**config.mk**
```make
export PLATFORM = sky130hd
export DESIGN_NAME = reg_cmd_sequencer_flat
export DESIGN_NICKNAME = d
export VERILOG_FILES = /design/src/rtl/reg_cmd_sequencer_if.sv /design/src/rtl/reg_cmd_sequencer.sv /design/src/flat_wrapper.sv
export SDC_FILE = /design/constraint.sdc
export NUM_CORES = 1
export LEC_CHECK = 0
export BUFFER_PORTS_ARGS = -buffer_cell sky130_fd_sc_hd__buf_2
export CORE_ASPECT_RATIO = 2
export CORE_MARGIN = 5
export CORE_UTILIZATION = 40
export DETAILED_ROUTE_END_ITERATION = 10
export MAX_ROUTING_LAYER = met4
export SLEW_MARGIN = 20
export SYNTH_ARGS = -nofsm -noshare
export SYNTH_HDL_FRONTEND = slang
export SYNTH_SLANG_ARGS = --single-unit
```
**constraint.sdc**
```tcl
create_clock -name i_c -period 5.2 [get_ports i_c]
set_input_delay 0 -clock i_c [delete_from_list [all_inputs] [get_ports i_c]]
set_output_delay 0 -clock i_c [all_outputs]
set_load 0.1 [all_outputs]
```
**src/rtl/reg_cmd_sequencer_if.sv**
```systemverilog
// reg_cmd_sequencer_if: valid/ready command channel into the register sequencer
interface reg_cmd_sequencer_if #(parameter int RPTW = 3);
  logic            cmd_valid;
  logic            cmd_ready;
  logic [1:0]      cmd_op;
  logic [3:0]      cmd_data;
  logic [RPTW-1:0] cmd_rpt;
  modport master (output cmd_valid, cmd_op, cmd_data, cmd_rpt, input cmd_ready);
  modport slave  (input cmd_valid, cmd_op, cmd_data, cmd_rpt, output cmd_ready);
endinterface

```
**src/rtl/reg_cmd_sequencer.sv**
```systemverilog
// reg_cmd_sequencer: queues register commands, replays each rpt+1 times and mirrors the register
module reg_cmd_sequencer #(
  parameter int DEPTH = 2,
  parameter int RPTW  = 3
) (
  input  logic                 i_c,
  input  logic                 i_nrst,
  reg_cmd_sequencer_if.slave   cmd,
  output logic [3:0]           o_d,
  output logic                 o_s1,
  output logic                 o_s0,
  output logic [3:0]           o_q_mir,
  output logic                 o_busy,
  output logic                 o_done
);
  localparam int AW = $clog2(DEPTH);
  typedef enum logic [1:0] {INIT, IDLE, ISSUE} state_t;
  state_t          r_state;
  logic [1:0]      r_op  [DEPTH];
  logic [3:0]      r_dat [DEPTH];
  logic [RPTW-1:0] r_rpt [DEPTH];
  logic [AW:0]     r_wp, r_rp;
  logic [RPTW-1:0] r_cnt;
  logic            w_empty, w_full, w_push, w_pop, w_last;
  logic [1:0]      w_hop;
  logic [3:0]      w_hdat;
  logic [RPTW-1:0] w_hrpt;
  assign w_empty       = r_wp == r_rp;
  assign w_full        = (r_wp ^ r_rp) == {1'b1, {AW{1'b0}}};
  assign cmd.cmd_ready = !w_full && r_state != INIT;
  assign w_push        = cmd.cmd_valid && cmd.cmd_ready;
  assign w_last        = r_state == ISSUE && r_cnt == '0;
  assign w_pop         = !w_empty && (r_state == IDLE || w_last);
  assign w_hop         = r_op[r_rp[AW-1:0]];
  assign w_hdat        = r_dat[r_rp[AW-1:0]];
  assign w_hrpt        = r_rpt[r_rp[AW-1:0]];
  assign o_busy        = r_state != IDLE || !w_empty;
  // FIFO storage; contents need no reset since the pointers define validity
  always_ff @(posedge i_c)
    if (w_push) begin
      r_op[r_wp[AW-1:0]]  <= cmd.cmd_op;
      r_dat[r_wp[AW-1:0]] <= cmd.cmd_data;
      r_rpt[r_wp[AW-1:0]] <= cmd.cmd_rpt;
    end
  // FIFO pointers with wrap bit; reset empties the queue
  always_ff @(posedge i_c or negedge i_nrst)
    if (!i_nrst) begin
      r_wp <= '0;
      r_rp <= '0;
    end else begin
      if (w_push) r_wp <= r_wp + 1'b1;
      if (w_pop)  r_rp <= r_rp + 1'b1;
    end
  // Sequencer FSM; outputs are loaded for the cycle being entered so a pop issues next cycle
  always_ff @(posedge i_c or negedge i_nrst)
    if (!i_nrst) begin
      r_state      <= INIT;
      {o_s1, o_s0} <= 2'b00;
      o_d          <= '0;
      o_done       <= 1'b0;
      r_cnt        <= '0;
    end else if (r_state == INIT) begin
      {o_s1, o_s0} <= o_s1 ? 2'b00 : 2'b10;
      if (o_s1) r_state <= IDLE;
    end else if (w_pop) begin
      r_state      <= ISSUE;
      {o_s1, o_s0} <= w_hop;
      o_d          <= w_hop == 2'b11 ? w_hdat : 4'h0;
      r_cnt        <= w_hrpt;
      o_done       <= w_hrpt == '0;
    end else if (r_state == ISSUE && !w_last) begin
      r_cnt  <= r_cnt - 1'b1;
      o_done <= r_cnt == RPTW'(1);
    end else begin
      r_state      <= IDLE;
      {o_s1, o_s0} <= 2'b00;
      o_d          <= '0;
      o_done       <= 1'b0;
    end
  // Golden copy of the register, following the select and data actually driven
  always_ff @(posedge i_c or negedge i_nrst)
    if (!i_nrst) o_q_mir <= '0;
    else o_q_mir <= !o_s1 ? (o_s0 ? ~o_q_mir : o_q_mir) : (o_s0 ? o_d : 4'h0);
endmodule

```
**src/flat_wrapper.sv**
```systemverilog
// flat-port wrapper written by rule: the top's interface ports become plain ports
module reg_cmd_sequencer_flat 
#(
  parameter int DEPTH = 2,
  parameter int RPTW  = 3
)
  (i_c, i_nrst, o_d, o_s1, o_s0, o_q_mir, o_busy, o_done, cmd_cmd_valid, cmd_cmd_op, cmd_cmd_data, cmd_cmd_rpt, cmd_cmd_ready);
  reg_cmd_sequencer_if #(.RPTW(RPTW)) cmd_i ();
  input  logic i_c;
  input  logic i_nrst;
  output logic [3:0] o_d;
  output logic o_s1;
  output logic o_s0;
  output logic [3:0] o_q_mir;
  output logic o_busy;
  output logic o_done;
  input wire logic [$bits(cmd_i.cmd_valid)-1:0] cmd_cmd_valid;
  input wire logic [$bits(cmd_i.cmd_op)-1:0] cmd_cmd_op;
  input wire logic [$bits(cmd_i.cmd_data)-1:0] cmd_cmd_data;
  input wire logic [$bits(cmd_i.cmd_rpt)-1:0] cmd_cmd_rpt;
  output wire logic [$bits(cmd_i.cmd_ready)-1:0] cmd_cmd_ready;
  assign cmd_i.cmd_valid = cmd_cmd_valid;
  assign cmd_i.cmd_op = cmd_cmd_op;
  assign cmd_i.cmd_data = cmd_cmd_data;
  assign cmd_i.cmd_rpt = cmd_cmd_rpt;
  assign cmd_cmd_ready = cmd_i.cmd_ready;
  reg_cmd_sequencer #(.DEPTH(DEPTH), .RPTW(RPTW)) u_core (.i_c(i_c), .i_nrst(i_nrst), .cmd(cmd_i), .o_d(o_d), .o_s1(o_s1), .o_s0(o_s0), .o_q_mir(o_q_mir), .o_busy(o_busy), .o_done(o_done));
endmodule
```
## After elaboration in Yosys (flattened, before gate mapping)

Memories as Yosys holds them, arrays and structs flattened.
Cells that the tools add are included.

| storage, ports and cells | value |
|---|---|
| flip-flop bits (word level) | 20 |
| memories kept | 3 |
| RAM bits | 18 |
| output and inout bits | 13 |
| word-level logic and storage cells | 69 |
| input bits | 12 |

| operators by class | value |
|---|---|
| bitwise gates (word level) | 3 |
| add/sub/neg operators | 3 |
| multiplexer cells | 22 |
| equal/unequal tests | 10 |
| reductions and logical operators | 19 |

Memory list:

| memory | depth | bits a word | rd ports | clocked after memory_dff | wr ports | RTL line | RTL |
|---|---|---|---|---|---|---|---|
| u_core.r_dat | 2 | 4 | 1 | 0 | 1 | reg_cmd_sequencer.sv:20 | `logic [3:0] r_dat [DEPTH];` |
| u_core.r_rpt | 2 | 3 | 1 | 0 | 1 | reg_cmd_sequencer.sv:21 | `logic [RPTW-1:0] r_rpt [DEPTH];` |
| u_core.r_op | 2 | 2 | 1 | 0 | 1 | reg_cmd_sequencer.sv:19 | `logic [1:0] r_op [DEPTH];` |

Operator list:

| cell | number |
|---|---|
| 4-bit 2-to-1 mux | 6 |
| 2-bit 2-to-1 mux | 5 |
| 1-bit 2-to-1 mux | 9 |
| 2-bit == test, second input constant | 3 |
| 3-bit logical NOT | 2 |
| 3-bit 2-to-1 mux | 2 |
| 2-bit by 1-bit inequality test with 1-bit output, second input constant | 3 |
| 2-bit AND reduction | 3 |
| 2-bit nonzero test | 3 |
| 1-bit logical AND | 5 |
| 2-bit by 1-bit adder with 2-bit output, second input constant | 2 |
| 4-bit NOT | 1 |
| 3-bit by 1-bit == test with 1-bit output, second input constant | 1 |
| 1-bit logical NOT | 3 |
| 3-bit by 1-bit inequality test with 1-bit output, second input constant | 1 |
| 3-bit by 1-bit subtractor with 3-bit output, second input constant | 1 |
| 2-bit by 1-bit == test with 1-bit output, second input constant | 1 |
| 2-bit == test | 1 |
| 2-bit logical NOT | 1 |
| 1-bit logical OR | 2 |
| 2-bit bitwise XOR | 1 |
| 1-bit NOT | 1 |

## Longest topological paths before layout

Gate-level depths: netlist (run 1).

| logic depth | value |
|---|---|
| depth after elaboration | 7 |
| gate-level depth with buffers | 8 |
| depth with buffers taken out | 7 |

## Least setup slack after synthesis (run 1)

OpenSTA, ideal clock, no wires.

| timing | value |
|---|---|
| path type | register to register |
| start | reg u_core.r_wp[0] |
| end | mem u_core.r_dat[0][0] (enable) |
| path buffers | 1 |
| clock period less this slack | 3319 ps |
| data arrival time | 2945 ps |
| slack | 1881 ps |
| required time | 4826 ps |
| library setup time | 374 ps |
| stages on the path, launching flop included | 6 |
| cells stage by stage | dfrtp_1 buf_2 xnor2_1 a21oi_1 nand2_1 nor2_1 |

| on the way | value |
|---|---|
| cells in the longest elaborated chain, start to end | 7 |

Ends and longest elaborated chain:

| item | RTL line | RTL |
|---|---|---|
| from (decl) | reg_cmd_sequencer.sv:22 | `logic [AW:0] r_wp, r_rp;` |
| from (signal assigned) | reg_cmd_sequencer.sv:51 | `if (w_push) r_wp <= r_wp + 1'b1;` |
| 2-bit bitwise XOR | reg_cmd_sequencer.sv:29 | `assign w_full = (r_wp ^ r_rp) == {1'b1, {AW{1'b0}}};` |
| 2-bit == test | reg_cmd_sequencer.sv:29 |  |
| 1-bit logical NOT | reg_cmd_sequencer.sv:30 | `assign cmd.cmd_ready = !w_full && r_state != INIT;` |
| 1-bit logical AND | reg_cmd_sequencer.sv:30 |  |
| net cmd_cmd_ready | flat_wrapper.sv:21 | `output wire logic [$bits(cmd_i.cmd_ready)-1:0] cmd_cmd_ready;` |
| 1-bit logical AND | reg_cmd_sequencer.sv:31 | `assign w_push = cmd.cmd_valid && cmd.cmd_ready;` |
| 1-bit 2-to-1 mux | reg_cmd_sequencer.sv:40 | `if (w_push) begin` |
| 1-bit 2-to-1 mux (implied by the code) | reg_cmd_sequencer.sv:42 | `r_dat[r_wp[AW-1:0]] <= cmd.cmd_data;` |
| to (decl) | reg_cmd_sequencer.sv:20 |  |

The timed path passes the listed nets, and every way through them passes these cells.

## Worst setup path in the final report (run 1)

| timing | value |
|---|---|
| start | reg u_core.r_rp[0] |
| end | mem u_core.r_rpt[0][1] (enable) |

| on the way | value |
|---|---|
| cells in the longest elaborated chain, start to end | 7 |

Ends and longest elaborated chain:

| item | RTL line | RTL |
|---|---|---|
| from (decl) | reg_cmd_sequencer.sv:22 |  |
| from (signal assigned) | reg_cmd_sequencer.sv:52 | `if (w_pop) r_rp <= r_rp + 1'b1;` |
| 2-bit bitwise XOR | reg_cmd_sequencer.sv:29 |  |
| 2-bit == test | reg_cmd_sequencer.sv:29 |  |
| 1-bit logical NOT | reg_cmd_sequencer.sv:30 |  |
| 1-bit logical AND | reg_cmd_sequencer.sv:30 |  |
| 1-bit logical AND | reg_cmd_sequencer.sv:31 |  |
| 1-bit 2-to-1 mux | reg_cmd_sequencer.sv:40 |  |
| 1-bit 2-to-1 mux (implied by the code) | reg_cmd_sequencer.sv:43 | `r_rpt[r_wp[AW-1:0]] <= cmd.cmd_rpt;` |
| to (decl) | reg_cmd_sequencer.sv:21 |  |

No other way between the ends.

==> results.tsv, run 1 <==
stage	metric	value	unit
critical_path	cp_cell_sequence	xnor2_1, a21oi_1, nand2_1, nor2_1	
cells_and_area	layout-area-overhead-vs-synth	19.7	%
critical_path	crit_type	register to register	
yosys	yosysWarnings	0	
global_routing	overflow	0	
clock_tree	root_buffer	clkbuf_8	
yosys	synth_cell_type_count	32	
critical_path	path_buf_inv	0	
drt	wire_per_inst	12.6	µm
drt	wirelength	2.82	mm
cells_and_area	final_core_util	0.487	
clock_tree	htree_levels	2	
floorplanning	row_count	33	
placement	hpwl	2.18	mm
drt	antenna_left	0	
clock_tree	clkTransAtPathRegs	0.07	ns
critical_path	reg2reg_to	u_core.r_rpt[0][1]$_DFFE_PP_	
sta	timing.fmax	0.441	GHz
critical_path	critPathTopFamily	flip-flops	
clock_tree	cts.sinks	38	
critical_path	crit_fanout	15	
yosys	ys_seq_elements	38	
drt	vias	1068	
cells_and_area	multiInputGateArea	558	µm²
drt	avgViaCountPerCell	4.79	
sta	relSlewSlack	0.556	
clock_tree	clock_path_buffers	2	
floorplanning	die_w	55.6	µm
cells_and_area	ff_latch_area	0.00104	mm²
floorplanning	io_pins	25	
yosys	syn_inst	137	
yosys	synth-seq-area-share	0.626	
critical_path	crit_slowest_cell	dfrtp_1	
yosys	postSynthAreaPerCell	12.1	µm²
cells_and_area	final_nets	185	
floorplanning	dieArea	0.00563	mm²
global_routing	grt_pass1_vias	1092	
hold_path	min_from	cmd_cmd_valid	
yosys	syn_area	0.00166	mm²
critical_path	rr_worst_depth	4	
global_routing	grt_pass1_wl	4.89	mm
job	maxCapViolCount	0	
global_routing	grtUsageTotal	0.115	
floorplanning	die_height	101	µm
hold_path	min_path_cells	3	
critical_path	crit_required	5.11	ns
sta	tightest_slew	0.663	ns
critical_path	worstPathArrival	2.18	ns
sta	fin_crit_sh	0.436	
clock_tree	cts_resized	0	
critical_path	end_kind	register	
cells_and_area	fillers	376	
sta	min_period	2.27	ns
run_status	outcome	completed	
drt	drt_pass1_iterations	3	
floorplanning	coreArea	0.00409	mm²
global_routing	antenna_found_initial	0	
sta	hold_viol	0	
critical_path	crit_path_max_incr_delay	0.73	ns
sta	setup_ws	2.93	ns
sta	fin_worst_skew	0.0119	ns
placement	port_buffers	24	
hold_path	min_path_type	primary input to register	
critical_path	crit_start	u_core.r_rp[0]$_DFFE_PN0P_	
clock_tree	tritoncts	built	
critical_path	r2r-start	u_core.r_rp[0]$_DFFE_PN0P_	
sta	rsz0062_at_grt	false	
global_routing	grt_max_degree	21	
drt	dr.first_iter.drc_count	12	
clock_tree	insertion_delay	0.29	ns
sta	setup_viol	0	
yosys	syn_nets	152	
placement	dp_cells	205	
cells_and_area	drive_gt1_frac	0.187	
critical_path	start_kind	register	
placement	dp_slack	2.93	ns
cells_and_area	layoutNonFillerInstCount	223	
drt	post-route-drc-count	0	
placement	place_congestion	0.746	
cells_and_area	diodes	0	
sta	tns	0	ns
sta	drv_slew	0	
critical_path	rrSetupSlack	2.93	ns
clock_tree	cts_buffers	5	
hold_path	hold_path_end	u_core.r_wp[0]$_DFFE_PN0P_	
floorplanning	start_util	0.407	
==> how the worst max path moves through the flow <==
| stage | endpoint | slack [ns] | cells past startpoint |
|---|---|---|---|
| 2_1_floorplan | u_core.r_dat[0][0]$_DFFE_PP_ | 1.88 | 5 |
| 3_3_place_gp | u_core.r_dat[0][0]$_DFFE_PP_ | 3.06 | 4 |
| 3_5_place_dp | u_core.r_dat[0][1]$_DFFE_PP_ | 2.93 | 4 |
| 4_1_cts | u_core.r_rpt[0][1]$_DFFE_PP_ | 2.90 | 4 |
| 5_1_grt | u_core.r_rpt[0][0]$_DFFE_PP_ | 2.73 | 4 |
| 6_report | u_core.r_rpt[0][1]$_DFFE_PP_ | 2.93 | 4 |
==> layout by cell type (no fill, tap or decap) <==
| cell | count |
|---|---|
| a21oi_1 | 7 |
| a221o_1 | 1 |
| a22oi_1 | 1 |
| a31oi_1 | 1 |
| and2_1 | 2 |
| and3_1 | 1 |
| and3b_1 | 1 |
| buf_2 | 24 |
| clkbuf_1 | 1 |
| clkbuf_8 | 5 |
| clkinv_1 | 1 |
| clkinv_2 | 1 |
| dfrtp_1 | 20 |
| dlygate4sd3_1 | 10 |
| edfxtp_1 | 18 |
| ha_1 | 3 |
| inv_1 | 7 |
| mux2i_1 | 8 |
| nand2_1 | 10 |
| nand2b_1 | 1 |
| nand3_1 | 4 |
| nor2_1 | 7 |
| nor2b_1 | 1 |
| nor3_1 | 2 |
| nor3b_1 | 1 |
| o211ai_1 | 2 |
| o21ai_0 | 8 |
| o21ai_1 | 4 |
| o22a_1 | 1 |
| o22ai_1 | 3 |
| o2bb2ai_2 | 1 |
| o31a_1 | 1 |
| or3b_2 | 1 |
| xnor2_1 | 9 |
| xor2_1 | 3 |
==> routing by layer <==
layer	vias to the layer above	global-route usage	wire length, µm
li1	546	-	-
met1	496	0.109	1090
met2	20	0.210	1540
met3	6	0.0332	120
met4	0	0.0562	64
met5	-	-	0
==> worst register-to-register path: stages (launching register included) <==
cell and delay, ns:
dfrtp_1 0.73, xnor2_1 0.20, a21oi_1 0.29, nand2_1 0.13, nor2_1 0.53
==> registers in the layout, summed over array words and instances (netlist names) <==
signal / flops
u_core.o_s1: 1
u_core.r_op: 4
u_core.r_state: 2
u_core.r_rpt: 6
u_core.o_done: 1
u_core.r_rp: 2
u_core.r_dat: 8
u_core.o_s0: 1
u_core.r_cnt: 3
u_core.r_wp: 2
u_core.o_q_mir: 4
u_core.o_d: 4
==> synth_stat cells <==
master     instances  area share
and3_1             1      0.0038
xnor2_1            9       0.047
o211ai_1           2      0.0090
buf_2              4       0.012
nand2b_1           1      0.0038
nand2_1           10       0.023
mux2i_1            8       0.048
and2_1             2      0.0075
nor3b_1            1      0.0045
buf_4              1      0.0045
inv_1              7       0.016
o31a_1             1      0.0053
clkbuf_1           3      0.0068
a221o_1            1      0.0060
a31oi_1            1      0.0038
or3b_2             1      0.0053
a22oi_1            1      0.0045
o21ai_1            4       0.012
o2bb2ai_2          1      0.0090
nor2_1             7       0.016
edfxtp_1          18        0.32
and3b_1            1      0.0053
o22a_1             1      0.0053
nor3_1             2      0.0060
o21ai_0            8       0.024
ha_1               3       0.023
nor2b_1            1      0.0038
o22ai_1            3       0.011
dfrtp_1           20        0.30
nand3_1            4       0.012
xor2_1             3       0.016
a21oi_1            7       0.021
==> cell families after synthesis <==
group	Yosys count	share of synthesized area
AO/OA/AOI/OAI	30	0.111
AND/OR/NAND/NOR	31	0.0902
flip-flops	38	0.626
buffers and inverters	15	0.0391
multiplexers	8	0.0481
adder cells (fa/ha/maj)	3	0.0226
XOR/XNOR	12	0.0632
==> repair_timing <==
action	4_1_cts	5_1_grt
setup buffers	0	0
setup endpoints to repair	0	0
hold buffers	10	0
endpoints found under the hold margin	38	0
==> cell type report <==
cell class / count / area share
clock inverters: 2 / 0.00440
multi-input cells: 84 / 0.280
inverters: 7 / 0.0132
clock buffers: 6 / 0.0364
flip-flops and latches: 38 / 0.523
well taps: 52 / 0.0327
repair buffers: 34 / 0.111
==> stage by stage <==
| stage | instance area [µm²] | hold WS (ns) |
|---|---|---|
| 2_1_floorplan | 1660 | -0.296 |
| 3_3_place_gp | 1810 | -0.0296 |
| 3_5_place_dp | 1810 | -0.0235 |
| 4_1_cts | 1990 | 0.0134 |
| 5_1_grt | 1990 | 0.0424 |
| 6_report | 1990 | 0.0223 |
Power of run 1 is left out: the tool's default activity adds up to more than one toggle a clock period on the data nets, which glitch-free logic cannot reach.
==> inputs of run 2 (changes only) <==
==> constraint.sdc (replaced) <==
create_clock -name i_c -period 2.31 [get_ports i_c]
set_input_delay 0 -clock i_c [delete_from_list [all_inputs] [get_ports i_c]]
set_output_delay 0 -clock i_c [all_outputs]
set_load 0.1 [all_outputs]
==> run 2 against run 1 <==
Non-clock buffer count rose by 3; via count up 2.4%; register-to-register slack worse by 2.5 ns; die area did not move; worst setup slack got worse by 2.5 ns; final cell count is 1.3% higher.
==> results.tsv, run 2 (synthesis gave the netlist of run 1 again) <==
stage	metric	value	unit
global_routing	overflow	0	
critical_path	crit_type	register to register	
drt	vias	1094	
critical_path	critPathTopFamily	simple AND/OR/NAND/NOR gates	
placement	port_buffers	24	
clock_tree	tritoncts	built	
floorplanning	coreArea	0.00409	mm²
global_routing	grt_pass1_vias	1135	
critical_path	worstPathArrival	2.04	ns
critical_path	cp_cell_sequence	inv_1, ha_1, ha_1, or3b_2, xnor2_1, nand2_1, o21ai_0	
drt	dr_wl_met2	1.69	mm
drt	post-route-drc-count	0	
cells_and_area	diodes	0	
placement	dp_cells	207	
critical_path	path_buf_inv	1	
drt	wire_per_inst	13.1	µm
sta	whs	0.191	ns
cells_and_area	fillers	380	
clock_tree	cts_resized	0	
global_routing	grt_pass1_wl	4.97	mm
drt	drt_pass1_iterations	4	
floorplanning	start_util	0.407	
drt	dr.first_iter.drc_count	14	
sta	setup_viol	0	
clock_tree	clkTransAtPathRegs	0.07	ns
critical_path	crit_required	2.46	ns
clock_tree	cts.sinks	38	
clock_tree	clock_path_buffers	2	
drt	antenna_left	0	
critical_path	rrSetupSlack	0.42	ns
sta	tightest_slew	0.479	ns
drt	top_layer	met4	
job	maxCapViolCount	0	
critical_path	crit_start	u_core.r_cnt[0]$_DFFE_PN0P_	
sta	relSlewSlack	0.681	
critical_path	rr_worst_depth	7	
global_routing	grt_max_degree	21	
clock_tree	root_buffer	clkbuf_8	
drt	wirelength	2.95	mm
drt	wl_met3	150	µm
critical_path	crit_fanout	6	
drt	wl_met1	1.04	mm
sta	drv_slew	0	
sta	min_period	1.89	ns
sta	tns	0	ns
placement	placed_area	0.00184	mm²
clock_tree	cts_buffers	5	
clock_tree	htree_levels	2	
critical_path	endpoint	u_core.r_cnt[0]$_DFFE_PN0P_	
critical_path	path_common_cell	ha_1	
critical_path	end_kind	register	
sta	hold_viol	0	
floorplanning	io_pins	25	
critical_path	crit_cells	7	
sta	rsz0062_at_grt	false	
cells_and_area	drive_gt1_frac	0.207	
run_status	outcome	completed	
floorplanning	row_count	33	
floorplanning	die_height	101	µm
critical_path	reg2reg_to	u_core.r_cnt[0]$_DFFE_PN0P_	
global_routing	grtUsageTotal	0.117	
floorplanning	dieArea	0.00563	mm²
sta	fin_worst_skew	0.00611	ns
sta	fin_crit_sh	0.818	
clock_tree	insertion_delay	0.29	ns
floorplanning	die_w	55.6	µm
critical_path	crit_slowest_cell	or3b_2	
cells_and_area	layoutNonFillerInstCount	226	
hold_path	min_path_type	primary input to asynchronous set/reset pin	
critical_path	r2r-start	u_core.r_cnt[0]$_DFFE_PN0P_	
critical_path	start_kind	register	
cells_and_area	largest_reg_flops	8	
cells_and_area	final_nets	188	
global_routing	antenna_found_initial	0	
critical_path	crit_path_max_incr_delay	0.55	ns
cells_and_area	layout-area-overhead-vs-synth	22.0	%
sta	timing.fmax	0.529	GHz
cells_and_area	layout_commonest_cell	buf_2	
placement	place_congestion	0.772	
cells_and_area	most-common-layout-cells	buf_2, dfrtp_1, edfxtp_1	
placement	hpwl	2.23	mm
cells_and_area	fin_area	0.00203	mm²
drt	avgViaCountPerCell	4.84	
==> run 2: layout make-up <==
class                      instances  area, µm²  share of cell area
tap                               52       65.1              0.0321
sequential                        38       1040               0.513
timing repair buffer              37        245               0.121
multi-input combinational         84        569               0.281
inverter                           7       26.3              0.0129
clock inverter                     2       10.0             0.00493
clock buffer                       6       72.6              0.0358
==> run 2: how the worst min path moves through the flow <==
stage | slack, ns | to | depth (start not counted)
after floorplan | -0.30 | u_core.o_d[0]$_DFFE_PN0P_ | 0
after global placement | -0.03 | u_core.o_q_mir[3]$_DFFE_PN0P_ | 1
after detailed placement | -0.02 | u_core.o_q_mir[3]$_DFFE_PN0P_ | 1
after CTS | 0.21 | u_core.o_q_mir[3]$_DFFE_PN0P_ | 2
after global routing | 0.24 | u_core.o_q_mir[3]$_DFFE_PN0P_ | 2
final | 0.19 | u_core.o_q_mir[3]$_DFFE_PN0P_ | 2
==> run 2: routing by layer <==
layer  track usage  vias to the layer above
met5             -                        -
met1         0.101                      515
met2         0.223                       22
met4        0.0618                        0
li1              -                      549
met3        0.0344                        8
==> run 2: what timing repair did <==
item                                   4_1_cts  5_1_grt
buffers inserted                             0        0
setup endpoints to repair                    0        0
hold buffers                                11        0
endpoints found under the hold margin       39        0
==> run 2: per-stage QoR <==
step           utilization  worst slack [ns]
6_report             0.496             0.420
5_1_grt              0.496             0.332
4_1_cts              0.496             0.415
3_5_place_dp         0.449             0.429
3_3_place_gp         0.449             0.514
2_1_floorplan            -            0.0173
Power of run 2 is left out for the same reason.
==> inputs of run 3 (changes only) <==
==> constraint.sdc (replaced) <==
create_clock -name i_c -period 1.6 [get_ports i_c]
set_input_delay 0 -clock i_c [delete_from_list [all_inputs] [get_ports i_c]]
set_output_delay 0 -clock i_c [all_outputs]
set_load 0.1 [all_outputs]
==> run 3 against run 2 <==
Sequential share of layout area fell by 5.2 points; hold slack lost 0.16 ns; sequential cell count unchanged; global-route usage grew 0.24 points; critical path depth is the same; worst setup slack lost 0.40 ns; core utilization rose by 5.7 points; die area stayed put; fmax is 20% higher; critical path type unchanged; critical endpoint is now u_core.r_cnt[2]$_DFFE_PN0P_.
==> results.tsv, run 3 (synthesis gave the netlist of run 1 again) <==
stage	metric	value	unit
critical_path	critPathTopFamily	flip-flops	
critical_path	end_kind	register	
clock_tree	cts.sinks	38	
sta	rsz0062_at_grt	true	
cells_and_area	diodes	0	
cells_and_area	multiInputGateArea	682	µm²
global_routing	antenna_found_initial	0	
sta	timing.fmax	0.632	GHz
cells_and_area	ff_latch_area	0.00104	mm²
sta	relSlewSlack	0.676	
critical_path	crit_fanout	7	
placement	port_buffers	24	
critical_path	rrSetupSlack	0.02	ns
sta	fin_crit_sh	0.988	
drt	avgViaCountPerCell	4.82	
cells_and_area	most-common-layout-cells	buf_2, dfrtp_1, edfxtp_1	
cells_and_area	fillers	342	
floorplanning	dieArea	0.00563	mm²
clock_tree	root_buffer	clkbuf_8	
hold_path	min_path_type	primary input to register	
critical_path	path_buf_inv	2	
clock_tree	insertion_delay	0.28	ns
drt	vias	1147	
drt	drt_pass1_iterations	2	
clock_tree	clock_path_buffers	2	
critical_path	crit_required	1.82	ns
placement	placed_area	0.00197	mm²
placement	place_congestion	0.740	
cells_and_area	layout_commonest_cell	buf_2	
global_routing	grt_pass1_vias	1192	
sta	setup_ws	0.0186	ns
sta	tightest_slew	0.489	ns
sta	whs	0.0344	ns
critical_path	start_kind	register	
floorplanning	die_height	101	µm
drt	wire_per_inst	12.7	µm
global_routing	overflow	0	
sta	setup_viol	0	
clock_tree	htree_levels	2	
critical_path	crit_path_max_incr_delay	0.36	ns
drt	wirelength	3.02	mm
cells_and_area	layout-area-overhead-vs-synth	36.0	%
placement	hpwl	2.30	mm
drt	dr.first_iter.drc_count	12	
floorplanning	start_util	0.407	
sta	tns	0	ns
clock_tree	tritoncts	built	
critical_path	crit_type	register to register	
critical_path	crit_slowest_cell	dfrtp_1	
clock_tree	clkTransAtPathRegs	0.08	ns
global_routing	grt_max_degree	21	
floorplanning	io_pins	25	
global_routing	grtUsageTotal	0.120	
global_routing	grt_pass1_wl	5.16	mm
run_status	outcome	completed	
cells_and_area	drive_gt1_frac	0.349	
sta	hold_viol	0	
clock_tree	cts_buffers	5	
cells_and_area	fin_area	0.00226	mm²
placement	dp_slack	-0.0732	ns
floorplanning	coreArea	0.00409	mm²
critical_path	cp_cell_sequence	inv_2, ha_4, ha_4, and3b_2, o2bb2ai_4, buf_4, mux2i_1	
sta	min_period	1.58	ns
sta	drv_slew	0	
drt	post-route-drc-count	0	
cells_and_area	largest_reg_flops	8	
drt	antenna_left	0	
job	maxCapViolCount	0	
critical_path	path_common_cell	ha_4	
cells_and_area	final_nets	200	
critical_path	worstPathArrival	1.80	ns
sta	fin_worst_skew	0.00570	ns
floorplanning	row_count	33	
floorplanning	die_w	55.6	µm
-- run 3: layout make-up --
| cell class | count | share of cell area |
|---|---|---|
| Sequential cell | 38 | 0.460 |
| Multi-Input combinational cell | 84 | 0.301 |
| Timing Repair Buffer | 49 | 0.160 |
| Clock buffer | 5 | 0.0304 |
| Tap cell | 52 | 0.0287 |
| Inverter | 7 | 0.0116 |
| Clock inverter | 3 | 0.00719 |
-- run 3: path summary, 6_finish.rpt --
check / start / to / depth (start not counted)
worst max register to register: u_core.r_cnt[0]$_DFFE_PN0P_ / u_core.r_cnt[2]$_DFFE_PN0P_ / 7
worst min register to register: u_core.o_done$_DFFE_PN0N_ / u_core.o_done$_DFFE_PN0N_ / 1
min in group asynchronous: i_nrst / u_core.o_q_mir[1]$_DFFE_PN0P_ / 2
worst min-delay path: cmd_cmd_valid / u_core.r_wp[0]$_DFFE_PN0P_ / 3
max in group asynchronous: i_nrst / u_core.o_s0$_DFFE_PN0P_ / 2
worst max-delay path: u_core.r_cnt[0]$_DFFE_PN0P_ / u_core.r_cnt[2]$_DFFE_PN0P_ / 7
-- run 3: tightest hold or removal path: stages --
cell     delay [ns]
buf_2          0.11
nand2_2        0.09
xnor2_1        0.07
-- run 3: through the flow --
step | util | cells
after floorplan | - | 137
after global placement | 0.482 | 214
after detailed placement | 0.482 | 214
after CTS | 0.541 | 233
after global routing | 0.554 | 238
final | 0.554 | 238
-- run 3: routing by layer --
metal  share of wire  track usage  up-vias  routed length [µm]
li1                -            -      574                   -
met1            0.36        0.113      543                1090
met2            0.58        0.227       23                1750
met3           0.038       0.0281        7                 114
met4           0.021       0.0506        0                  62
met5               0            -        -                   0
-- run 3: repair_timing --
action	CTS	global route
hold buffers	10	0
pin swaps	2	6
setup endpoints to repair	10	9
setup buffers	1	5
gates resized for setup	8	5
endpoints found under the hold margin	38	0
gates cloned	0	0
Power of run 3 is left out for the same reason.
